[config.mk]
export PLATFORM = sky130hd
export DESIGN_NAME = lane_arbiter
export DESIGN_NICKNAME = d
export VERILOG_FILES = /design/src/rtl/lane_arbiter.sv
export SDC_FILE = /design/constraint.sdc
export NUM_CORES = 1
export LEC_CHECK = 0
export BUFFER_PORTS_ARGS = -buffer_cell sky130_fd_sc_hd__buf_4
export CORE_MARGIN = 3
export CORE_UTILIZATION = 48
export DETAILED_ROUTE_END_ITERATION = 10
export PLACE_DENSITY = 0.77
export SLEW_MARGIN = 10
export SYNTH_ARGS = -nofsm -noshare
export SYNTH_HDL_FRONTEND = slang
export SYNTH_SLANG_ARGS = --single-unit
[constraint.sdc]
create_clock -name clk_2f -period 1.8 [get_ports clk_2f]
set_input_delay 0.09 -clock clk_2f [delete_from_list [all_inputs] [get_ports clk_2f]]
set_output_delay 0.09 -clock clk_2f [all_outputs]
set_load 0.005 [all_outputs]
[src/rtl/lane_arbiter.sv]
// Round-robin merge of two first-word-fall-through lane FIFOs into one byte stream.
// Each lane gets up to MAX_BURST consecutive pops before the path is handed over.
module lane_arbiter #(
  parameter int DATA_W    = 8,
  parameter int MAX_BURST = 4
) (
  input  logic              clk_2f,
  input  logic              reset_L,
  input  logic              empty_0,
  input  logic              empty_1,
  input  logic [DATA_W-1:0] data_in_0,
  input  logic [DATA_W-1:0] data_in_1,
  input  logic              pause,
  output logic              pop_0,
  output logic              pop_1,
  output logic [DATA_W-1:0] data_out,
  output logic              valid_out,
  output logic              active_lane,
  output logic              busy
);

  localparam int CNT_W = $clog2(MAX_BURST) + 1;
  localparam logic [CNT_W-1:0] CNT_LAST = CNT_W'(MAX_BURST - 1);

  typedef enum logic [1:0] {
    IDLE   = 2'd0,
    SERVE0 = 2'd1,
    SERVE1 = 2'd2
  } state_t;

  state_t            state, state_nxt, oth_state;
  logic [CNT_W-1:0]  cnt, cnt_nxt;
  logic              last_lane;
  logic              cur_lane, cur_empty, oth_empty, pop_any;
  logic [DATA_W-1:0] cur_data;

  assign cur_lane  = (state == SERVE1);
  assign cur_empty = cur_lane ? empty_1 : empty_0;
  assign oth_empty = cur_lane ? empty_0 : empty_1;
  assign cur_data  = cur_lane ? data_in_1 : data_in_0;
  assign oth_state = cur_lane ? SERVE0 : SERVE1;

  assign pop_0   = reset_L & (state == SERVE0) & ~empty_0 & ~pause;
  assign pop_1   = reset_L & (state == SERVE1) & ~empty_1 & ~pause;
  assign pop_any = pop_0 | pop_1;

  // SERVE0/SERVE1 share one branch; the lane being served is selected by cur_lane.
  always_comb begin
    state_nxt = state;
    cnt_nxt   = cnt;
    case (state)
      IDLE: begin
        cnt_nxt = '0;
        if (!pause) begin
          if (!empty_0 && !empty_1) state_nxt = last_lane ? SERVE0 : SERVE1;
          else if (!empty_0)        state_nxt = SERVE0;
          else if (!empty_1)        state_nxt = SERVE1;
        end
      end
      SERVE0, SERVE1: begin
        if (!pause) begin
          if (cur_empty) begin
            cnt_nxt   = '0;
            state_nxt = oth_empty ? IDLE : oth_state;
          end else if (cnt == CNT_LAST) begin
            cnt_nxt = '0;
            if (!oth_empty) state_nxt = oth_state;
          end else begin
            cnt_nxt = cnt + 1'b1;
          end
        end
      end
      default: state_nxt = IDLE;
    endcase
  end

  always_ff @(posedge clk_2f or negedge reset_L) begin
    if (!reset_L) begin
      state       <= IDLE;
      cnt         <= '0;
      last_lane   <= 1'b1;
      data_out    <= '0;
      valid_out   <= 1'b0;
      active_lane <= 1'b0;
      busy        <= 1'b0;
    end else begin
      state       <= state_nxt;
      cnt         <= cnt_nxt;
      busy        <= (state_nxt != IDLE);
      active_lane <= (state_nxt == SERVE1);
      valid_out   <= pop_any;
      if (pop_any) begin
        data_out  <= cur_data;
        last_lane <= cur_lane;
      end
    end
  end

endmodule

After elaboration in Yosys (flattened, before gate mapping)
Index checks and enable logic that the tools add are counted.
Widths: inputs -> output; s select.
{"block": "totals", "regBits": 17, "out_inout_bits": 13}
{"block": "op_classes", "bitwise_logic": 10, "n_eq_ne": 5, "n_mux": 19, "add_sub_neg": 1, "n_reduce_logical": 8}
{"op": "$mux 2", "count": 11}
{"op": "$mux 3", "count": 3}
{"op": "$mux 8", "count": 1}
{"op": "$and 1x1->1", "count": 6}
{"op": "$pmux 3 s2", "count": 1}
{"op": "$eq 2x2->1 const B", "count": 2}
{"op": "$pmux 2 s2", "count": 1}
{"op": "$reduce_bool 2->1", "count": 2}
{"op": "$add 3x1->3 const B", "count": 1}
{"op": "$eq 3x2->1 const B", "count": 1}
{"op": "$not 1->1", "count": 3}
{"op": "$eq 2x1->1 const B", "count": 1}
{"op": "$logic_not 1->1", "count": 2}
{"op": "$logic_not 2->1", "count": 1}
{"op": "$mux 1", "count": 2}
{"op": "$ne 2x2->1 const B", "count": 1}
{"op": "$reduce_and 2->1", "count": 1}
{"op": "$reduce_or 2->1", "count": 1}
{"op": "$logic_and 1x1->1", "count": 1}
{"op": "$or 1x1->1", "count": 1}

Longest topological paths before layout
{"block": "depth", "ltp_word": 8, "ltp_mapped": 8, "ltp_nobuf": 7}

Worst setup path after synthesis
OpenSTA, ideal clock, no wires.
{"block": "synth_path", "path_kind": "register -> register", "start": "register state[0]", "end": "register active_lane", "t_arrival_ns": 1.533, "synth_period_minus_slack_ns": 1.599, "path_slack_ns": 0.201, "path_buffers": 0, "stages_incl_launch_ff": 8, "setup_ns": 0.066, "t_required_ns": 1.734, "cell_sequence": "dfrtp_1 -> inv_1 -> ha_1 -> nor2_2 -> nor2_1 -> or4_4 -> o311ai_2 -> and2_1"}
{"block": "synth_via", "elab_chain_cells": 8, "word_cells_on_any_way": 18}
{"item": "start, declared", "line_no": "31", "source": "state_t state, state_nxt, oth_state;"}
{"item": "start signal, assigned", "line_no": "87", "source": "state <= state_nxt;"}
{"item": "$eq 2x2->1 *", "line_no": "37", "source": "assign cur_lane = (state == SERVE1);"}
{"item": "net cur_lane", "line_no": "34", "source": "logic cur_lane, cur_empty, oth_empty, pop_any;"}
{"item": "$mux 2 / $mux 1 (equally long branches)", "line_no": "41, 39"}
{"item": "$mux 2", "line_no": "67", "source": "if (!oth_empty) state_nxt = oth_state;"}
{"item": "$mux 2", "line_no": "65", "source": "end else if (cnt == CNT_LAST) begin"}
{"item": "$mux 2", "line_no": "62", "source": "if (cur_empty) begin"}
{"item": "$mux 2", "line_no": "61", "source": "if (!pause) begin"}
{"item": "$pmux 2 s2 *", "line_no": "51", "source": "case (state)"}
{"item": "net state_nxt[1]", "line_no": "31"}
{"item": "$eq 2x2->1 *", "line_no": "90", "source": "active_lane <= (state_nxt == SERVE1);"}
{"item": "end signal, assigned", "line_no": "90"}
{"item": "end, declared", "line_no": "18", "source": "output logic active_lane,"}
The timed path passes the listed nets; every way through them passes the cells marked *.
A chain may end at the register's enable or synchronous reset.

Final worst setup path
{"block": "layout_path", "start": "register state[1]", "end": "register busy"}
{"block": "layout_via", "elab_chain_cells": 8, "word_cells_on_any_way": 18}
{"item": "$eq 2x2->1", "line_no": "37, 51"}
{"item": "$mux 2 / $mux 1 (equally long branches)", "line_no": "41, 39"}
{"item": "$mux 2", "line_no": "67"}
{"item": "$mux 2", "line_no": "65"}
{"item": "$mux 2", "line_no": "62"}
{"item": "$mux 2", "line_no": "61"}
{"item": "$pmux 2 s2 *", "line_no": "51"}
{"item": "net state_nxt[1]", "line_no": "31"}
{"item": "$reduce_bool 2->1 *", "line_no": "89", "source": "busy <= (state_nxt != IDLE);"}
{"item": "end signal, assigned", "line_no": "89"}
{"item": "end, declared", "line_no": "19", "source": "output logic busy"}
Marks and branches as above.

==> run summary <==
Reg-to-Reg Start: state[1]
FF-to-FF path depth: 6
crit end category: register
final hold violations: 0
diodes inserted: 0
switching portion of total power: 0.375
Chip Width: 50.1 um
simple-gate share of the synthesized area: 0.154
count leader, synth: dfrtp_1
Mapped Cells: 96
post-synth cell types: 30
overall power: 1.68 mW
CTS root buffer: clkbuf_4
share of the synthesized area in the top cell type: 0.428
Post-Syn Area: 935 sq um
fraction of layout cells with a size suffix above 1: 0.368
initial antenna violation count: 0
clock share of power: 0.119
largest net degree at the start of global routing: 20
mux share of post-synthesis cell area: 0.0857
Largest stage delay, worst path: 0.49 ns
RR Endpoint: busy
Avg Inst Size Synth: 9.74 sq um
Seq/Total Area, Yosys: 0.456
Req. time, crit path: 2.02 ns
Finished Cell Area: 0.00125 sq mm
CTS clk-pin slew, worst paths: 0.10 ns
synthesis-to-finish area growth: 33.9%
final cell count without fillers: 158
Die Area: 0.00251 sq mm
sequential power share: 0.375
Placed Cells: 153
routed via count: 835
post-detailed-route count of antenna-violating nets: 0
CTS Buf Count: 3
reg2reg setup slack: 0.06 ns
largest area contributor in the netlist: dfrtp_1
critical path class: register to register
Post-synth ARST share: 1.00
worst vdd ir: 786 uV
clock latency on the worst-skew pair: 0.29 ns
critical path fanouts, max: 5
Post-CTS Setup Repair Bufs: 0
Synth Area in XOR/XNOR: 0
Max Fclk: 576 MHz
# setup viols final: 0
Worst Tran Pin Value: 0.363 ns
clock skew: 0.00263 ns
worst hold-check path type: primary input to register
Sink Count: 17
Final Max Tran Viols: 0
# rows: 15
die height: 50.1 um
Psw: 629 uW
outcome: finished, final reports clean
top cells by area, synth: dfrtp_1 43%, mux2i_1 8.6%, ha_1 6.7%
Top Ports: 34
Hold Startpoint: data_in_0[2]
Post-Route WL: 2.12 mm
Yosys Warn Count: 0
CTS tree: yes
drt pass-1 iters: 4
DR DRC count: 0
Mapped Nets: 122
NumNets Final: 160
initial core utilization: 0.524
flops & latches, synth: 17
slowest CP cell: or4_4
commonest cells in the netlist: 16 x dfrtp_1, 10 x nand2_1, 10 x o21ai_1, 8 x mux2i_1
worst path arrival time: 1.96 ns
Leakage: 0.626 nW
Min Clock Period, post-route: 1.74 ns
post-route setup TNS: 0 ns
port buffer count: 33
Max clock buf depth: 2
fraction of the cycle the final worst path needs: 0.964
Setup crit start kind: register
worst path cell trace: inv_2 -> ha_1 -> inv_1 -> or4_4 -> o311ai_2 -> o21bai_1
via density per instance: 5.28
PD cells: 1340 mW/mm^2
critical path startpoint: state[1]
GR Overflow Total: 0
fill cell count: 150
Max-Cap Viols: 0
H-tree depth: 1
Pint: 1.05 mW
vias in the first global route: 766
Worst setup endpoint: busy
DP HPWL: 1.65 mm
Total GRT Usage: 0.170
Placed Area: 0.00121 sq mm
final estimated routing congestion in global placement: 0.794
DRT iter0 DRCs: 17
adder-cell share of the synthesized area: 0.0669
main combinational cell family by area after synthesis: compound AO/OA/AOI/OAI gates
Post-synth EDFFs: 0
Gate power share: 0.506
compound-cell area share of the yosys netlist: 0.182
Slew HR: 0.758
RSZ-0062 raised after global routing: yes
first-pass GRT wire length: 3.19 mm
wire per inst: 13.4 um
Synth Flop Type: dfrtp_1
Core ar.: 0.00178 sq mm
cells in the final DEF (no fill, tap or decap), types with 4 or more instances in the layout:
| cell type | netlist | final |
|---|---|---|
| mux2i_1 | 8 | 8 |
| dfrtp_1 | 16 | 16 |
| o21ai_1 | 10 | 10 |
| nor2_1 | 6 | 6 |
| nand2_1 | 10 | 10 |
| ha_1 | 5 | 5 |
| o21ai_0 | 4 | 4 |
| inv_1 | 6 | 6 |
| buf_4 | 1 | 35 |
metrics by stage:
| stage | setup WS (ns) | util | hold slack [ns] |
|---|---|---|---|
| floorplan | 0.201 | - | -0.206 |
| global placement | 0.130 | 0.679 | -0.0285 |
| detailed placement | 0.111 | 0.679 | -0.0259 |
| CTS | 0.0798 | 0.700 | 0.0624 |
| global route | -0.00681 | 0.702 | 0.0654 |
| finish | 0.0640 | 0.702 | 0.0623 |
registers in the layout, summed over array words and instances, names as in the netlist:
signal / flops
last_lane: 1
busy: 1
state: 2
data_out: 8
active_lane: 1
valid_out: 1
cnt: 3
worst max-delay path: cells and delay by family (launching register included):
kind / cells / cell delay (ns)
AO/OA/AOI/OAI: 2 / 0.27
adder cells (fa/ha/maj): 1 / 0.30
buffers and inverters: 2 / 0.17
flip-flops: 1 / 0.44
AND/OR/NAND/NOR: 1 / 0.49
kinds of logic after synthesis:
kind of cell             after synthesis
AO/OA/AOI/OAI                         27
AND/OR/NAND/NOR                       27
flip-flops                            17
buffers and inverters                 12
multiplexers                           8
adder cells (fa/ha/maj)                5
layer usage:
metal	global-route usage	vias to the layer above	routed length (um)	part of all wire
met2	0.315	33	1100	0.52
met5	0	-	0	0
met3	0.0574	6	126	0.060
met1	0.185	384	860	0.41
met4	0.0276	0	25	0.012
li1	-	412	-	-
power groups by stage:
| stage | logic, mW | registers, mW | clock network [mW] |
|---|---|---|---|
| floorplan | 0.493 | 0.641 | 0 |
| global placement | 0.821 | 0.630 | 0 |
| detailed placement | 0.846 | 0.637 | 0 |
| CTS | 0.851 | 0.629 | 0.207 |
| global route | 0.940 | 0.646 | 0.219 |
| finish | 0.850 | 0.629 | 0.200 |
repair_timing:
action	CTS	global route
hold buffers	1	0
endpoints found under the hold margin	17	0
resized for setup	0	1
endpoints found under the setup margin	0	2
worst min path at each step:
stage	end	slack, ns	depth (start not counted)
2_1_floorplan	active_lane	-0.21	0
3_3_place_gp	cnt[2]	-0.03	1
3_5_place_dp	cnt[2]	-0.03	1
4_1_cts	data_out[2]	0.06	3
5_1_grt	data_out[2]	0.07	3
6_report	data_out[2]	0.06	3
layout make-up:
| cell class | instances | area [sq um] | share of cell area |
|---|---|---|---|
| clock buffers | 3 | 22.5 | 0.0180 |
| flip-flops and latches | 17 | 427 | 0.341 |
| well taps | 25 | 31.3 | 0.0250 |
| inverters | 9 | 33.8 | 0.0270 |
| multi-input cells | 67 | 459 | 0.367 |
| clock inverters | 1 | 5.00 | 0.00400 |
| repair buffers | 36 | 273 | 0.218 |
(Power assumes the default switching activity.)
